## src/rtl/keccak_pkg.sv

```systemverilog
// Shared constants, slice bit mapping and FSM states for the Keccak theta datapath.
// No logic; imported by the theta column-parity blocks.
package keccak_pkg;

  localparam int SLICE_BITS = 25;
  localparam int ROW        = 5;

  typedef enum logic {
    LOAD,
    EMIT
  } state_t;

  // A[x][y] lives at bit 24-(5*y+x) of a slice
  function automatic int bit_idx(input int x, input int y);
    return SLICE_BITS - 1 - (ROW * y + x);
  endfunction

endpackage

```

## src/rtl/slice_col_parity.sv

```systemverilog
// Column parity of one 25-bit state slice: col_par[x] = XOR over y of A[x][y].
// Latency: combinational. Backpressure: none (pure function of the slice).
module slice_col_parity
  import keccak_pkg::*;
(
  input  logic [SLICE_BITS-1:0] slice,
  output logic [ROW-1:0]        col_par
);

  always_comb begin
    col_par = '0;
    for (int x = 0; x < ROW; x++) begin
      for (int y = 0; y < ROW; y++) begin
        col_par[x] = col_par[x] ^ slice[bit_idx(x, y)];
      end
    end
  end

endmodule

```

## src/rtl/theta_parity_stream.sv

```systemverilog
// Streams W slices in, stores their column parities, then streams out theta D per slice.
// Latency: out_valid rises the cycle after the W-th input. Backpressure: output held while !out_ready; no input in EMIT.
module theta_parity_stream
  import keccak_pkg::*;
#(
  parameter  int W  = 64,
  localparam int ZW = $clog2(W)
) (
  input  logic                  clk,
  input  logic                  rst_n,
  input  logic                  in_valid,
  output logic                  in_ready,
  input  logic [SLICE_BITS-1:0] in_slice,
  output logic                  out_valid,
  input  logic                  out_ready,
  output logic [ROW-1:0]        out_d,
  output logic [ZW-1:0]         out_z,
  output logic                  busy,
  output logic                  done
);

  localparam logic [ZW-1:0] LAST_Z = ZW'(W - 1);

  state_t         state, state_nxt;
  logic [ZW-1:0]  load_cnt, emit_cnt, prev_z;
  logic [ROW-1:0] store [W];
  logic [ROW-1:0] c_in, c_cur, c_prev, d_raw;
  logic           init_q, done_q;
  logic           in_xfer, out_xfer, last_load, last_emit;

  slice_col_parity u_col_par (
    .slice   (in_slice),
    .col_par (c_in)
  );

  assign last_load = (load_cnt == LAST_Z);
  assign last_emit = (emit_cnt == LAST_Z);
  assign in_xfer   = in_valid & in_ready;
  assign out_xfer  = out_valid & out_ready;

  // init_q keeps in_ready low for the reset cycle itself
  always_comb begin
    state_nxt = state;
    in_ready  = 1'b0;
    out_valid = 1'b0;
    busy      = 1'b0;
    case (state)
      LOAD: begin
        in_ready = init_q;
        if (in_valid && init_q && last_load) state_nxt = EMIT;
      end
      EMIT: begin
        out_valid = 1'b1;
        busy      = 1'b1;
        if (out_ready && last_emit) state_nxt = LOAD;
      end
      default: state_nxt = LOAD;
    endcase
  end

  always_ff @(posedge clk) begin
    if (!rst_n) begin
      state    <= LOAD;
      load_cnt <= '0;
      emit_cnt <= '0;
      init_q   <= 1'b0;
      done_q   <= 1'b0;
      for (int i = 0; i < W; i++) store[i] <= '0;
    end else begin
      state  <= state_nxt;
      init_q <= 1'b1;
      done_q <= out_xfer & last_emit;
      if (in_xfer) begin
        store[load_cnt] <= c_in;
        load_cnt        <= last_load ? '0 : load_cnt + 1'b1;
        if (last_load) emit_cnt <= '0;
      end
      // explicit wrap keeps non-power-of-two W legal
      if (out_xfer) emit_cnt <= last_emit ? '0 : emit_cnt + 1'b1;
    end
  end

  assign prev_z = (emit_cnt == '0) ? LAST_Z : emit_cnt - 1'b1;
  assign c_cur  = store[emit_cnt];
  assign c_prev = store[prev_z];

  always_comb begin
    d_raw = '0;
    for (int x = 0; x < ROW; x++) begin
      d_raw[x] = c_cur[(x + 4) % ROW] ^ c_prev[(x + 1) % ROW];
    end
  end

  assign out_d = out_valid ? d_raw : '0;
  assign out_z = emit_cnt;
  assign done  = done_q;

endmodule
```

## config.mk

```make
export PLATFORM = sky130hd
export DESIGN_NAME = theta_parity_stream
export DESIGN_NICKNAME = d
export VERILOG_FILES = /design/src/rtl/keccak_pkg.sv /design/src/rtl/slice_col_parity.sv /design/src/rtl/theta_parity_stream.sv
export SDC_FILE = /design/constraint.sdc
export NUM_CORES = 1
export LEC_CHECK = 0
export ABC_CLOCK_PERIOD_IN_PS = 4100
export CORE_ASPECT_RATIO = 1.4
export CORE_MARGIN = 2
export CORE_UTILIZATION = 53
export DETAILED_ROUTE_END_ITERATION = 8
export HOLD_SLACK_MARGIN = 0.03
export PLACE_DENSITY = 0.72
export SKIP_LAST_GASP = 1
export SYNTH_ARGS = -nofsm -noshare
export SYNTH_HDL_FRONTEND = slang
export SYNTH_HIERARCHICAL = 1
export SYNTH_SLANG_ARGS = --single-unit
```

## constraint.sdc

```tcl
create_clock -name clk -period 4.1 [get_ports clk]
set_clock_uncertainty 0.05 [all_clocks]
set_input_delay 1.025 -clock clk [delete_from_list [all_inputs] [get_ports clk]]
set_output_delay 1.025 -clock clk [all_outputs]
set_load 0.01 [all_outputs]
```

# After elaboration in Yosys (flattened, before gate mapping)

Memory sizes are Yosys's and may differ from the RTL's. A register that Yosys moved wholly into a read port is not among the register bits.
Index checks and enable logic that the tools add are counted.

$add $sub $neg: 3
$mul: 0
Divide/modulo/power cells: 0
Magnitude comparators: 0
Equality and inequality tests: 2
Shifts and indexed selects: 0
Mux-type cells: 22
Bitwise gates (word level): 29
Reductions and logical operators: 8

Operators with widths:

| cell                  | number |
|---|---|
| $mux W6               | 9 |
| $xor A1 B1 Y1         | 25 |
| $add A6 B1 Y6 const B | 2 |
| $eq A6 B6 Y1 const B  | 2 |
| $mux W1               | 10 |
| $mux W5               | 2 |
| $logic_not A6 Y1      | 1 |
| $sub A6 B1 Y6 const B | 1 |
| $reduce_or A5 Y1      | 1 |
| $reduce_bool A2 Y1    | 2 |
| $and A1 B1 Y1         | 3 |
| $logic_and A1 B1 Y1   | 3 |
| $pmux W1 S2           | 1 |
| $reduce_and A2 Y1     | 1 |
| $not A1 Y1            | 1 |

Register bits after elaboration: 15
Bits in latches: 0
Bits in writable memories: 320
Bits in read-only memories: 0
Input port bits: 29
Output and inout bits: 15
Logic and storage cells: 70
Memories: 1

Memory list:

| name  | depth | width | read ports | clocked after memory_dff | write ports | line                      | text |
|---|---|---|---|---|---|---|---|
| store | 64    | 5     | 2          | 1                        | 64          | theta_parity_stream.sv:26 | `logic [ROW-1:0] store [W];` |

# Logic depth before layout (Yosys ltp)

Gate-level depths: netlist (run 1).

Depth in word-level cells: 7
Gate-level depth with buffers: 16
Gate-level depth less buffers: 11

# Hierarchy

The synthesis (run 1) kept the hierarchy.

Modules (own cells, without submodules):

| module              | times used | cells each | area each (sq um) | seq. area each (sq um) |
|---|---|---|---|---|
| theta_parity_stream | 1          | 1,703      | 19,681.4          | 10,029.6 |
| slice_col_parity    | 1          | 15         | 200.2             | 0.0 |

# Worst setup path after synthesis (run 1)

No wires, ideal clock.

Path type: reg-to-output
From: register emit_cnt[0] (netlist: out_z[0])
To: output out_d[0]
Data arrival time: 3.425 ns
Required time: 3.025 ns
Slack: -0.400 ns
Cell stages (with the launch flop): 16
Cell sequence: dfxtp_1 buf_2 clkinv_1 clkbuf_1 ha_1 buf_2 inv_1 clkbuf_1 clkbuf_1 o211ai_1 a21oi_1 a22oi_1 o2111ai_1 o2111ai_1 o21ai_1 mux2i_1

Word-level cells in the longest chain between the ends: 5

RTL lines:

| item                                              | line                      | text |
|---|---|---|
| from (decl)                                       | theta_parity_stream.sv:25 | `logic [ZW-1:0] load_cnt, emit_cnt, prev_z;` |
| from (signal assigned)                            | theta_parity_stream.sv:79 | `if (out_xfer) emit_cnt <= last_emit ? '0 : emit_cnt + 1'b1;` |
| $sub A6 B1 Y6 or $logic_not A6 Y1 (tied branches) | theta_parity_stream.sv:83 | `assign prev_z = (emit_cnt == '0) ? LAST_Z : emit_cnt - 1'b1;` |
| $mux W6 (*)                                       | theta_parity_stream.sv:83 |  |
| $mem_v2 Z64 W5 (*)                                | -                         |  |
| $xor A1 B1 Y1 (*)                                 | theta_parity_stream.sv:90 | `d_raw[x] = c_cur[(x + 4) % ROW] ^ c_prev[(x + 1) % ROW];` |
| $mux W5 (*)                                       | theta_parity_stream.sv:94 | `assign out_d = out_valid ? d_raw : '0;` |
| to (decl)                                         | theta_parity_stream.sv:16 | `output logic [ROW-1:0] out_d,` |

Mark *: on every way between the ends. The rest lies on a longest branch, timed or not.

# Final worst setup path (run 1)

From: register emit_cnt[0] (netlist: out_z[0])
To: output out_d[4]

The elaborated chain is that of the path after synthesis.

==> flow_metrics.env, run 1 <==
export IMPL_finalCritPeriodShare_pct=112
export IMPL_rr_worst_depth=7
export IMPL_routed_via_density=6.87
export IMPL_worstMarginPinSlew_ns=1.19
export IMPL_via_count=15795
export IMPL_postRouteAntennaNets=0
export IMPL_combPwrFrac_pct=8.7
export IMPL_p_leak_nw=9.83
export IMPL_yosys_warnings=6
export IMPL_timing_rr_end="store[40][0]"
export IMPL_gp_congestion=0.993
export IMPL_start_util_pct=53.9
export IMPL_min_period_ns=4.58
export IMPL_synth_top_cell_area_share_pct=48.3
export IMPL_final_nets=1840
export IMPL_hold_violations=0
export IMPL_setup_slack_ns=-0.479
export IMPL_htree_levels=2
export IMPL_area_growth_pct=19.8
export IMPL_setup_violations=5
export IMPL_synth_area_leaders="edfxtp_1 48%, mux4_2 13%, and3_1 10%"
export IMPL_p_sw_share_pct=24.5
export IMPL_synth_edf_count=320
export IMPL_vdd_ir_drop_worst_mv=0.312
export IMPL_cp_arrival_ns=3.50
export IMPL_worst_r2r_setup_slack_ns=1.26
export IMPL_drc=0
export IMPL_synth_seq_cells=341
export IMPL_yosysUniqueCellTypes=79
export IMPL_crit_path_max_incr_delay_ns=0.48
export IMPL_antenna_cells=0
export IMPL_slowest_stage="mux4_2"
export IMPL_outcome="complete, but fails checks"
export IMPL_worst_setup_path_start_kind="flop"
export IMPL_ios=44
export IMPL_root_buffer="clkbuf_16"
export IMPL_antenna_found_initial=1
export IMPL_min_path_cells=2
export IMPL_clk_latency_ns=0.53
export IMPL_die_x_microns=168
export IMPL_slew_headroom_pct=20.8
export IMPL_die_h_microns=233
export IMPL_synth_area_per_cell_sq_um=11.6
export IMPL_synth_most_common_cell="and3_1"
export IMPL_fmax_mhz=218
export IMPL_grt_overflow=0
export IMPL_power_mw=8.04
export IMPL_rows=83
export IMPL_crit_type="flop to output port"
export IMPL_clk_pin_slew_ns=0.06
export IMPL_min_to="load_cnt[0]"
export IMPL_core_sq_um=36900
export IMPL_cts_buffer_depth=3
export IMPL_crit_top_cell="buf_6"
export IMPL_worst_r2r_startpoint="state"
export IMPL_wl_microns=66600
export IMPL_ys_seq_area_share_pct=50.4
export IMPL_drt_pass1_iterations=6
export IMPL_cp_cell_sequence="clkinv_4, ha_4, buf_6, nand2b_4, o21ai_4, buf_6, buf_6, buf_6, buf_12, mux2i_1, mux4_2, o31ai_1, o21bai_2, o22ai_1, xnor2_1, and2_4, buf_2"
export IMPL_mappedNetlistNets=1751
export IMPL_power_frac_seq_pct=50.6
export IMPL_violations="negative setup slack"
export IMPL_dieArea_sq_um=39100
export IMPL_pwr_share_clk_pct=40.7
export IMPL_hold_path_class="flop to flop"
export IMPL_p_per_area_nw_per_um2=337
export IMPL_internal_power_mw=6.07
export IMPL_grt_util_all_layers_pct=34.4
export IMPL_grt_pass1_wl_microns=99000
export IMPL_worstPathRequired_ns=3.02
export IMPL_cap_violations=0
export IMPL_grt_max_degree=65
export IMPL_postCtsHoldBufs=0
export IMPL_synthArstFlopShare_pct=0
export IMPL_drv_slew=0
export IMPL_drtIter0Drc=2382
export IMPL_yosys_top_cells_count="325 x and3_1, 320 x edfxtp_1, 278 x nand2_1"
export IMPL_portBuffers=43
export IMPL_worst_path_max_fanout=5
export IMPL_drt_wirelength_per_cell_microns=29.0
export IMPL_final_util_pct=64.6
export IMPL_power_switching_mw=1.97
export IMPL_synthFlopType="edfxtp_1"
export IMPL_cts_tree="built"
export IMPL_synthCells=1718
export IMPL_min_from="load_cnt[0]"
export IMPL_clkSinkCount=341
export IMPL_rsz0062_at_grt="true"
export IMPL_fillerInstances=2704
export IMPL_drive_above_1_share_pct=27.4
export IMPL_synth_area_leader_cell="edfxtp_1"
export IMPL_dp_hpwl_microns=45700
export IMPL_cts_buffers=35
export IMPL_grt_pass1_vias=15242
export IMPL_critPathCaptureType="output port"
export IMPL_syn_area_sq_um=19900
[cell families after synthesis]
logic type | share of synthesized area (%)
AOI/OAI and AO/OA | 5.81
buffers and inverters | 4.69
xor gates and xnor gates | 1.32
adders and majority gates | 0.252
DFF | 50.4
and+or+nand+nor | 20.8
muxes | 16.7
[power by group through the flow]
stage	registers, mW	logic (mW)	clock network (mW)
after CTS	4.06	0.690	3.28
after global routing	4.07	0.735	3.39
after global placement	4.12	0.671	0
after detailed placement	4.13	0.683	0
final	4.06	0.698	3.27
after floorplan	4.06	0.388	0
[cell usage in the layout, fill, tap and decap left out, types with 37 or more instances in the layout]
cell type,netlist,layout
and3_1,325,324
edfxtp_1,320,320
nand2_1,278,278
buf_4,4,164
mux4_2,119,124
nand3_1,66,66
nor2_1,53,44
mux2i_1,41,40
clkbuf_16,0,37
clkdlybuf4s50_1,0,37
[critical path, delay by kind of cell, from the launching register on]
family	cells	cell delay (ns)
flip-flops	1	0.36
AO/OA/AOI/OAI	4	0.77
multiplexers	2	0.56
buffers and inverters	7	0.78
XOR/XNOR	1	0.15
adder cells (fa/ha/maj)	1	0.13
AND/OR/NAND/NOR	2	0.23
[repair_timing]
item,in CTS,in global routing
hold endpoints to repair,0,0
buffers inserted,31,0
resized for setup,111,22
pin swaps,31,15
cloned,0,0
endpoints found under the setup margin,5,5
[flip-flops by register name, indices dropped and copies added (netlist names), named ones only]
register / cells
out_z: 6
load_cnt: 6
store: 320
done: 1
init_q: 1
state: 1
[worst max-delay path by stage]
stage,startpoint,end,slack (ns),cells past startpoint
2_1_floorplan,out_z[0],out_d[4],0.001,14
3_3_place_gp,out_z[1],out_d[4],-0.62,14
3_5_place_dp,out_z[1],out_d[4],-0.60,14
4_1_cts,out_z[2],out_d[0],-0.42,12
5_1_grt,out_z[1],out_d[4],-0.55,17
6_report,out_z[0],out_d[4],-0.48,17
[per-stage QoR]
step / instances / setup TNS, ns / hold slack (ns) / area (sq um) / setup slack (ns)
6_report: 2298 / -2.16 / 0.494 / 23800 / -0.479
3_3_place_gp: 2206 / -2.48 / 0.451 / 22000 / -0.617
2_1_floorplan: 1718 / 0 / 0.438 / 19900 / 0.00118
5_1_grt: 2298 / -2.65 / 0.535 / 23800 / -0.554
3_5_place_dp: 2206 / -2.49 / 0.477 / 22000 / -0.596
4_1_cts: 2298 / -1.80 / 0.495 / 23700 / -0.415
[metal layers]
metal	track usage, %	wire, microns	up-vias
met5	0	0	-
met4	20.1	4460	0
met3	5.64	5670	233
met2	58.2	32800	984
met1	41.9	23700	7866
li1	-	-	6712
[layout make-up]
type | count | area [sq um] | area share (%)
clock inverter | 19 | 205 | 0.861
multi-input combinational | 1151 | 9380 | 39.4
sequential | 341 | 10000 | 42.2
clock buffer | 42 | 945 | 3.97
tap | 467 | 584 | 2.45
inverter | 13 | 53.8 | 0.226
timing repair buffer | 265 | 2620 | 11.0
No activity file was read; power rests on OpenSTA's default activity.
==> inputs of run 2 (changes only) <==
PLACE_DENSITY = not set   (was 0.72)
PLACE_DENSITY_LB_ADDON = 0.08   (was not set)
==> flow_metrics.env, run 2 (synthesized netlist as in run 1, its figures left out) <==
export IMPL_outcome="complete, but fails checks"
export IMPL_violations="negative setup slack"
export IMPL_slew_headroom_pct=16.6
export IMPL_cts_buffers=35
export IMPL_grt_overflow=0
export IMPL_regArea_sq_um=10000
export IMPL_drv_slew=0
export IMPL_crit_type="flop to output port"
export IMPL_htree_levels=2
export IMPL_drive_above_1_share_pct=27.9
export IMPL_critPathCaptureType="output port"
export IMPL_largest_register_ffs=320
export IMPL_fin_area_sq_um=24300
export IMPL_drtIter0Drc=1750
export IMPL_clk_latency_ns=0.53
export IMPL_dpl_cell_area_sq_um=22300
export IMPL_drc=0
export IMPL_worst_path_max_fanout=6
export IMPL_final_util_pct=65.8
export IMPL_cp_arrival_ns=3.53
export IMPL_grt_pass1_wl_microns=98000
export IMPL_postCtsHoldBufs=0
export IMPL_area_growth_pct=22.1
export IMPL_setup_tns_ns=-2.46
export IMPL_die_x_microns=168
export IMPL_antenna_found_initial=3
export IMPL_dieArea_sq_um=39100
export IMPL_min_period_ns=4.61
export IMPL_finalCritPeriodShare_pct=112
export IMPL_multi_input_area_sq_um=9460
export IMPL_grt_pass1_vias=15043
export IMPL_clk_pin_slew_ns=0.06
export IMPL_gp_congestion=0.991
export IMPL_regMostFlops="store"
export IMPL_clkSinkCount=341
export IMPL_wl_microns=66400
export IMPL_cts_tree="built"
export IMPL_via_count=15629
export IMPL_hold_violations=0
export IMPL_min_path_cells=2
export IMPL_ios=44
export IMPL_setup_slack_ns=-0.509
export IMPL_mostFrequentLayoutCells="324 x and3_1, 320 x edfxtp_1, 277 x nand2_1"
export IMPL_startpoint="out_z[1]"
export IMPL_grt_max_degree=65
export IMPL_die_h_microns=233
export IMPL_cap_violations=0
export IMPL_pre_cts_slack_ns=-0.534
export IMPL_p_leak_nw=10.0
export IMPL_p_per_area_nw_per_um2=331
export IMPL_rr_worst_depth=7
export IMPL_drt_pass1_iterations=8
export IMPL_hold_ws_ns=0.479
export IMPL_start_util_pct=53.9
export IMPL_core_sq_um=36900
export IMPL_setup_violations=5
export IMPL_final_common_cell="and3_1"
export IMPL_worstMarginPinSlew_ns=1.25
export IMPL_dp_hpwl_microns=45400
export IMPL_portBuffers=43
export IMPL_fmax_mhz=217
export IMPL_cts_buffer_depth=3
export IMPL_worst_setup_path_start_kind="flop"
export IMPL_drt_wirelength_per_cell_microns=28.7
export IMPL_root_buffer="clkbuf_16"
export IMPL_final_nets=1859
export IMPL_postRouteAntennaNets=0
export IMPL_routed_via_density=6.75
export IMPL_antenna_cells=0
export IMPL_hold_path_class="flop to flop"
export IMPL_min_from="load_cnt[0]"
export IMPL_rows=83
export IMPL_fillerInstances=2665
export IMPL_worstPathRequired_ns=3.02
export IMPL_grt_util_all_layers_pct=34.3
export IMPL_worst_r2r_startpoint="state"
export IMPL_vdd_ir_drop_worst_mv=0.372
export IMPL_rsz0062_at_grt="true"
[run 2: through the flow]
step | instances | power [mW]
final | 2317 | 8.04
after global routing | 2317 | 8.23
after CTS | 2310 | 8.04
after detailed placement | 2227 | 4.83
after global placement | 2227 | 4.82
after floorplan | 1718 | 4.45
[run 2: path summary, 6_finish.rpt]
| path | end | slack [ns] |
|---|---|---|
| max | out_d[4] | -0.51 |
| min | load_cnt[0] | 0.48 |
| max reg2reg | store[40][0] | 1.20 |
| min reg2reg | load_cnt[0] | 0.48 |
[run 2: per-layer routing]
metal  global-route usage [%]  share of wire, %  up-vias
met2                     57.7                49      889
met1                     43.7                37     7751
li1                         -                 -     6768
met4                     16.8               5.9        6
met3                     5.22               8.3      215
met5                        0             0.062        -
[run 2: timing repair]
item,in CTS,in global routing
pin swaps,29,14
setup buffers,21,4
gates cloned,2,3
resized for setup,94,32
endpoints found under the setup margin,5,5
[run 2: power by group]
| group | internal, mW | switching (mW) | total, mW | leakage (nW) |
|---|---|---|---|---|
| combinational | 0.234 | 0.487 | 0.722 | 6.13 |
| sequential | 3.94 | 0.114 | 4.06 | 3.32 |
| clock | 1.90 | 1.36 | 3.26 | 0.549 |
| total | 6.07 | 1.96 | 8.04 | 10.0 |
[run 2: worst max-delay path, cell delays in order, from the launching register on]
cell,delay (ns)
dfxtp_2,0.32
inv_2,0.07
ha_4,0.14
or4b_4,0.48
a21boi_4,0.18
buf_12,0.16
buf_12,0.13
mux4_2,0.54
o31ai_2,0.24
o21bai_4,0.18
o22ai_2,0.10
xnor2_1,0.15
and2_4,0.19
buf_6,0.11
[run 2: cell type report]
type / instances / area share, %
Timing Repair Buffer: 284 / 12.4
Clock buffer: 43 / 3.91
Sequential cell: 341 / 41.4
Clock inverter: 18 / 0.784
Inverter: 13 / 0.206
Tap cell: 467 / 2.41
Multi-Input combinational cell: 1151 / 39.0
